[src/rtl/alu_mul_sequencer.sv]
// alu_mul_sequencer
//
// Multi-cycle unsigned shift-and-add multiplier controller. It borrows the
// shared execute-stage ALU adder for one add per cycle, and produces a
// 2*DATA_BITS product from two DATA_BITS operands. A multiply takes
// DATA_BITS cycles in RUN, followed by one DONE cycle.
//
// Optional feature macro: ALU_MUL_ZERO_SKIP_EN
//   When this macro is defined, a multiply with a zero operand skips RUN.
//   It goes straight to DONE with product = 0.
//
// Ports:
//   clk          rising-edge clock
//   reset_n      asynchronous active-low reset
//   start        multiply request, honoured only while ready
//   op_a, op_b   multiplicand / multiplier, sampled on the accepting edge
//   ready        high in IDLE
//   done         one-cycle pulse, product valid
//   product      {acc_hi, acc_lo}, held until the next accepted start
//   alu_own      high in RUN, steers the ALU input mux to this block
//   alu_a/alu_b  ALU operands (zero outside RUN)
//   alu_cin      ALU carry in, always 0
//   alu_result   ALU sum
//   alu_cout     ALU carry out
module alu_mul_sequencer #(
    parameter int DATA_BITS = 8
) (
    input  logic                   clk,
    input  logic                   reset_n,
    input  logic                   start,
    input  logic [DATA_BITS-1:0]   op_a,
    input  logic [DATA_BITS-1:0]   op_b,
    output logic                   ready,
    output logic                   done,
    output logic [2*DATA_BITS-1:0] product,
    output logic                   alu_own,
    output logic [DATA_BITS-1:0]   alu_a,
    output logic [DATA_BITS-1:0]   alu_b,
    output logic                   alu_cin,
    input  logic [DATA_BITS-1:0]   alu_result,
    input  logic                   alu_cout
);

    localparam int CNT_W = $clog2(DATA_BITS + 1);

    typedef enum logic [1:0] {
        IDLE = 2'd0,
        RUN  = 2'd1,
        DONE = 2'd2
    } state_t;

    state_t               state;
    logic [DATA_BITS-1:0] mcand;
    logic [DATA_BITS-1:0] acc_hi;
    logic [DATA_BITS-1:0] acc_lo;
    logic [CNT_W-1:0]     cnt;
    logic                 zero_skip;

`ifdef ALU_MUL_ZERO_SKIP_EN
    assign zero_skip = (op_a == '0) || (op_b == '0);
`else
    assign zero_skip = 1'b0;
`endif

    always_ff @(posedge clk or negedge reset_n) begin
        if (!reset_n) begin
            state   <= IDLE;
            done    <= 1'b0;
            alu_own <= 1'b0;
            mcand   <= '0;
            acc_hi  <= '0;
            acc_lo  <= '0;
            cnt     <= '0;
        end else begin
            case (state)
                IDLE: begin
                    done    <= 1'b0;
                    alu_own <= 1'b0;
                    if (start) begin
                        mcand  <= op_a;
                        acc_hi <= '0;
                        // A skipped multiply must present product = 0 at done.
                        acc_lo <= zero_skip ? '0 : op_b;
                        cnt    <= CNT_W'(DATA_BITS);
                        if (zero_skip) begin
                            state <= DONE;
                            done  <= 1'b1;
                        end else begin
                            state   <= RUN;
                            alu_own <= 1'b1;
                        end
                    end
                end
                RUN: begin
                    // Shift the 2N+1-bit {cout, sum, acc_lo} right by one.
                    // The adder carry becomes the new acc_hi MSB, and the
                    // consumed multiplier bit falls off acc_lo.
                    acc_hi <= {alu_cout, alu_result[DATA_BITS-1:1]};
                    acc_lo <= {alu_result[0], acc_lo[DATA_BITS-1:1]};
                    cnt    <= cnt - CNT_W'(1);
                    if (cnt == CNT_W'(1)) begin
                        state   <= DONE;
                        alu_own <= 1'b0;
                        done    <= 1'b1;
                    end
                end
                DONE: begin
                    state <= IDLE;
                    done  <= 1'b0;
                end
                default: begin
                    state   <= IDLE;
                    done    <= 1'b0;
                    alu_own <= 1'b0;
                end
            endcase
        end
    end

    assign ready   = (state == IDLE);
    assign product = {acc_hi, acc_lo};

    // alu_own is high exactly in RUN, so it gates the ALU operands.
    assign alu_a   = alu_own ? acc_hi : '0;
    assign alu_b   = (alu_own && acc_lo[0]) ? mcand : '0;
    assign alu_cin = 1'b0;

endmodule

[config.mk]
export PLATFORM = sky130hd
export DESIGN_NAME = alu_mul_sequencer
export DESIGN_NICKNAME = d
export VERILOG_FILES = /design/src/rtl/alu_mul_sequencer.sv
export SDC_FILE = /design/constraint.sdc
export NUM_CORES = 1
export LEC_CHECK = 0
export CELL_PAD_IN_SITES_DETAIL_PLACEMENT = 0
export CELL_PAD_IN_SITES_GLOBAL_PLACEMENT = 1
export CORE_MARGIN = 10
export CORE_UTILIZATION = 30
export CTS_CLUSTER_DIAMETER = 100
export DETAILED_ROUTE_END_ITERATION = 8
export PLACE_DENSITY = 0.81
export SLEW_MARGIN = 20
export SYNTH_ARGS = -nofsm -noshare
export SYNTH_HDL_FRONTEND = slang
export SYNTH_SLANG_ARGS = --single-unit
[constraint.sdc]
create_clock -name clk -period 1.74 [get_ports clk]
set_clock_uncertainty 0.05 [all_clocks]
set_input_delay 0.348 -clock clk [delete_from_list [all_inputs] [get_ports clk]]
set_output_delay 0.348 -clock clk [all_outputs]
set_load 0.1 [all_outputs]
After elaboration in Yosys (flattened, before gate mapping)
Cells that the tools add are included.
Word-level totals
  bits in registers: 32
  bits of input ports: 28
  output and inout bits: 36
  word-level logic and storage cells: 37
Operators by class
  add/subtract/negate cells: 1
  eq/ne operators: 5
  multiplexer cells: 16
  bitwise operators: 1
  reduce and logical (&&, ||, !) cells: 7
Operator list (number)
  2-to-1 mux 8 bit: 4
  one-hot mux 8 bit (2 select lines): 2
  one-hot mux 4 bit (2 select lines): 1
  AND reduction 2 bit: 4
  == test 4 x 1 -> 1 bit, second input constant: 1
  2-to-1 mux 1 bit: 4
  2-to-1 mux 2 bit: 2
  2-to-1 mux 4 bit: 1
  != test 2 bit, second input constant: 2
  one-hot mux 2 bit (2 select lines): 1
  subtractor 4 x 1 -> 4 bit, second input constant: 1
  one-hot mux 1 bit (3 select lines): 1
  == test 2 x 1 -> 1 bit, second input constant: 1
  == test 2 bit, second input constant: 1
  logical NOT 2 bit: 1
  nonzero test 2 bit: 1
  logical AND 1 bit: 1
  inverter 1 bit: 1

Longest topological paths before layout
  depth after elaboration: 3
  mapped depth: 5
  depth with buffers taken out: 5

Worst setup path after synthesis
Ideal clock, no wire load.
  path kind: register to output
  start: register alu_own
  end: output alu_b[5]
  arrival time: 2061 ps
  data required time: 1342 ps
  path slack: -719 ps
  cell stages (with the launch flop): 3
  path buffers: 1
  path through: dfrtp_1 -> clkbuf_1 -> and3_1
On the way
  longest elaborated chain between the ends: 2
Ends and longest elaborated chain
  from (decl): RTL line 36  | output logic alu_own,
  from (signal assigned): RTL line 69  | alu_own <= 1'b0;
  from (signal assigned): RTL line 78  | alu_own <= 1'b0;
  from (signal assigned): RTL line 90  | alu_own <= 1'b1;
  logical AND 1 bit: RTL line 125  | assign alu_b = (alu_own && acc_lo[0]) ? mcand : '0;
  2-to-1 mux 8 bit: RTL line 125
  to (decl): RTL line 38  | output logic [DATA_BITS-1:0] alu_b,
Every way passes these cells.

Worst setup path after layout
  start: register alu_own
  end: output alu_b[2]
Same word-level chain as after synthesis.

==> out/metrics.csv <==
metric;value;unit
status;finished, final reports clean;
delay of the slowest cell on the worst path;0.58;ns
Final TNS setup;0;ns
cell with the most instances after synthesis;nand2_1;
final worst path period need;1.68;ns
Final Max Slew Viols;0;
post-detailed-route count of antenna-violating nets;0;
type of the most critical hold path;in2async;
hold_buf cts;0;
Root Driver;clkbuf_8;
average instance area after synthesis;10.2;sq um
effective utilization at floorplan;30.8;%
count of final setup violators;0;
Detail Placement HPWL;2.97;mm
total global routing overflow;0;
count of buffering cells on the critical path with inverters included;1;
total of max-cap violations;0;
DRC errors left;0;
Port Buffers;62;
number of detailed-route iterations in the first pass;4;
R2R Path Start;state[0];
cell type with the highest aggregate area in the netlist;dfrtp_1;
wire length per cell after detailed routing;14.6;um
Largest delay share family, worst path;flip-flops;
relative area change from synthesis to final layout;83.3;%
gate count after technology mapping;141;
average via count per standard cell;4.65;
distinct cell type count after synthesis;27;
cell count after placement;256;
Worst-Skew Late Latency;0.28;ns
flop2flop setup slack;0.30;ns
Reg clk slew, reported paths;0.07;ns
Worst Setup Start Kind;flop;
non-filler instance count after layout;264;
die span in y;89.4;um
total length of routed wires;3.84;mm
final cell area excluding filler cells;2650;sq um
maximum number of pins on one net before global-route repair;33;
largest cells by area after synthesis;dfrtp_1, nand2_1, mux2_2;
Post CTS Setup Buffer Count;0;
area of the placeable core;4690;sq um
number of buffers created by CTS;5;
Synth warnings;0;
first-pass GRT wire length;6.40;mm
period utilisation layout;96.7;%
Critical Path Fanout Max;19;
final critical-path setup slack;0.0579;ns
arrival time at the worst endpoint;1.28;ns
chip width;89.4;um
antenna diode count;0;
post-cts repair resize count;0;
worst path required time;1.34;ns
count of endpoints failing hold in the final timing report;0;
via count of the first global-routing pass;1289;
critical path class;reg2out;
CTS tree;built;
TritonCTS sink count;32;
area of the die;7990;sq um
# H-tree levels;2;
initial antenna violation count;0;
slowest CP cell;dfrtp_4;
cell area after placement;2550;sq um
drt initial violations;54;
number of register bits inferred by synthesis;32;
prevailing post-synth register cell;dfrtp_1;
portion of synthesized cell area occupied by the leading cell type;55.4;%
clock buffer depth;2;
post-synthesis instance area;1450;sq um
post-placement worst setup slack;-0.0352;ns
worst-case reg-to-reg path depth;3;
unrepaired setup endpoints after global routing;false;
placement row count;25;
Post-synth EDFFs;0;
Tot GR Track Use;10.3;%
I/O pin count;64;
commonest cells in the netlist;nand2_1, dfrtp_1, o21ai_0;
count of nets after finishing;239;
via count;1227;
layout cells sized above 1;40.5;%
fraction of registers with async set/reset;100;%
Final GP Congestion;0.662;
Mapped Nets;171;
critical path cell sequence;and3_2 -> buf_12;
proportion of synthesized chip area in sequential cells;55.4;%
Worst R2R End;mcand[7];
category of the worst setup path capture point;output pin;
max frequency;594;MHz
-- layer usage --
metal / vias to the layer above / GRT usage [%] / routed length, um
met3: 7 / 3.65 / 239
met2: 36 / 16.6 / 1910
met5: - / 0 / 0
met1: 575 / 12.3 / 1650
met4: 0 / 3.47 / 47
li1: 609 / - / -
-- worst reg2reg max path: stages (launching register included) --
cell	delay, ns
dfrtp_1	0.47
nor3b_4	0.29
buf_12	0.18
mux2_2	0.34
-- stage by stage --
step           hold WS [ns]  utilization (%)
2_1_floorplan       0.00241                -
3_3_place_gp          0.432             54.3
3_5_place_dp          0.443             54.3
4_1_cts               0.431             56.5
5_1_grt               0.457             56.5
6_report              0.415             56.5
-- area by class of cell --
class,instances,area (sq um)
timing repair buffer,69,1040
clock buffer,8,100
multi-input combinational,98,618
inverter,3,11.3
tap,54,67.6
fill,381,2040
sequential,32,816
-- cell families (layout without fill, tap and decap cells) --
| family | count (synthesis) | in the layout | share of synthesized area [%] |
|---|---|---|---|
| buf+inv | 11 | 80 | 4.67 |
| simple gates | 62 | 62 | 20.9 |
| fa+ha+maj | 2 | 2 | 1.73 |
| compound gates | 25 | 25 | 10.8 |
| flops | 32 | 32 | 55.4 |
| mux | 8 | 8 | 6.23 |
| other cells | 1 | 1 | 0.259 |
-- how the worst max path moves through the flow --
stage | slack [ns] | cells past startpoint | startpoint | to
floorplan | -0.13 | 2 | alu_own | alu_b[5]
global placement | 0.002 | 4 | start | mcand[2]
detailed placement | -0.04 | 4 | start | mcand[7]
CTS | 0.04 | 2 | alu_own | alu_b[2]
global route | 0.006 | 2 | alu_own | alu_b[3]
finish | 0.06 | 2 | alu_own | alu_b[2]
-- flip-flops by register name (all words and copies together), names as in the netlist --
signal / flops
acc_hi: 8
acc_lo: 8
alu_own: 1
cnt: 4
done: 1
mcand: 8
state: 2
-- cells in the final DEF (no fill, tap or decap) --
cell type / instances
and3_2: 7
dfrtp_1: 22
and3_4: 1
nor2_2: 1
nand2_1: 35
dfrtp_4: 1
and2_2: 1
buf_12: 36
nor2b_1: 1
and2_1: 1
buf_4: 6
mux2_2: 8
o21bai_1: 2
and2_4: 7
ha_1: 2
conb_1: 1
dfrtp_2: 9
nand3b_1: 2
clkbuf_1: 1
nor3_1: 1
inv_1: 3
nor2_1: 2
clkdlybuf4s50_1: 27
o22ai_1: 1
o21ai_0: 10
a22oi_1: 8
nand2b_1: 1
a211oi_1: 1
o21ai_1: 1
nor3b_1: 1
a31oi_1: 2
nor3b_4: 1
clkbuf_8: 7
Power is not shown: default switching activity piles up to over one toggle a cycle in this logic, so the estimate is an artifact.
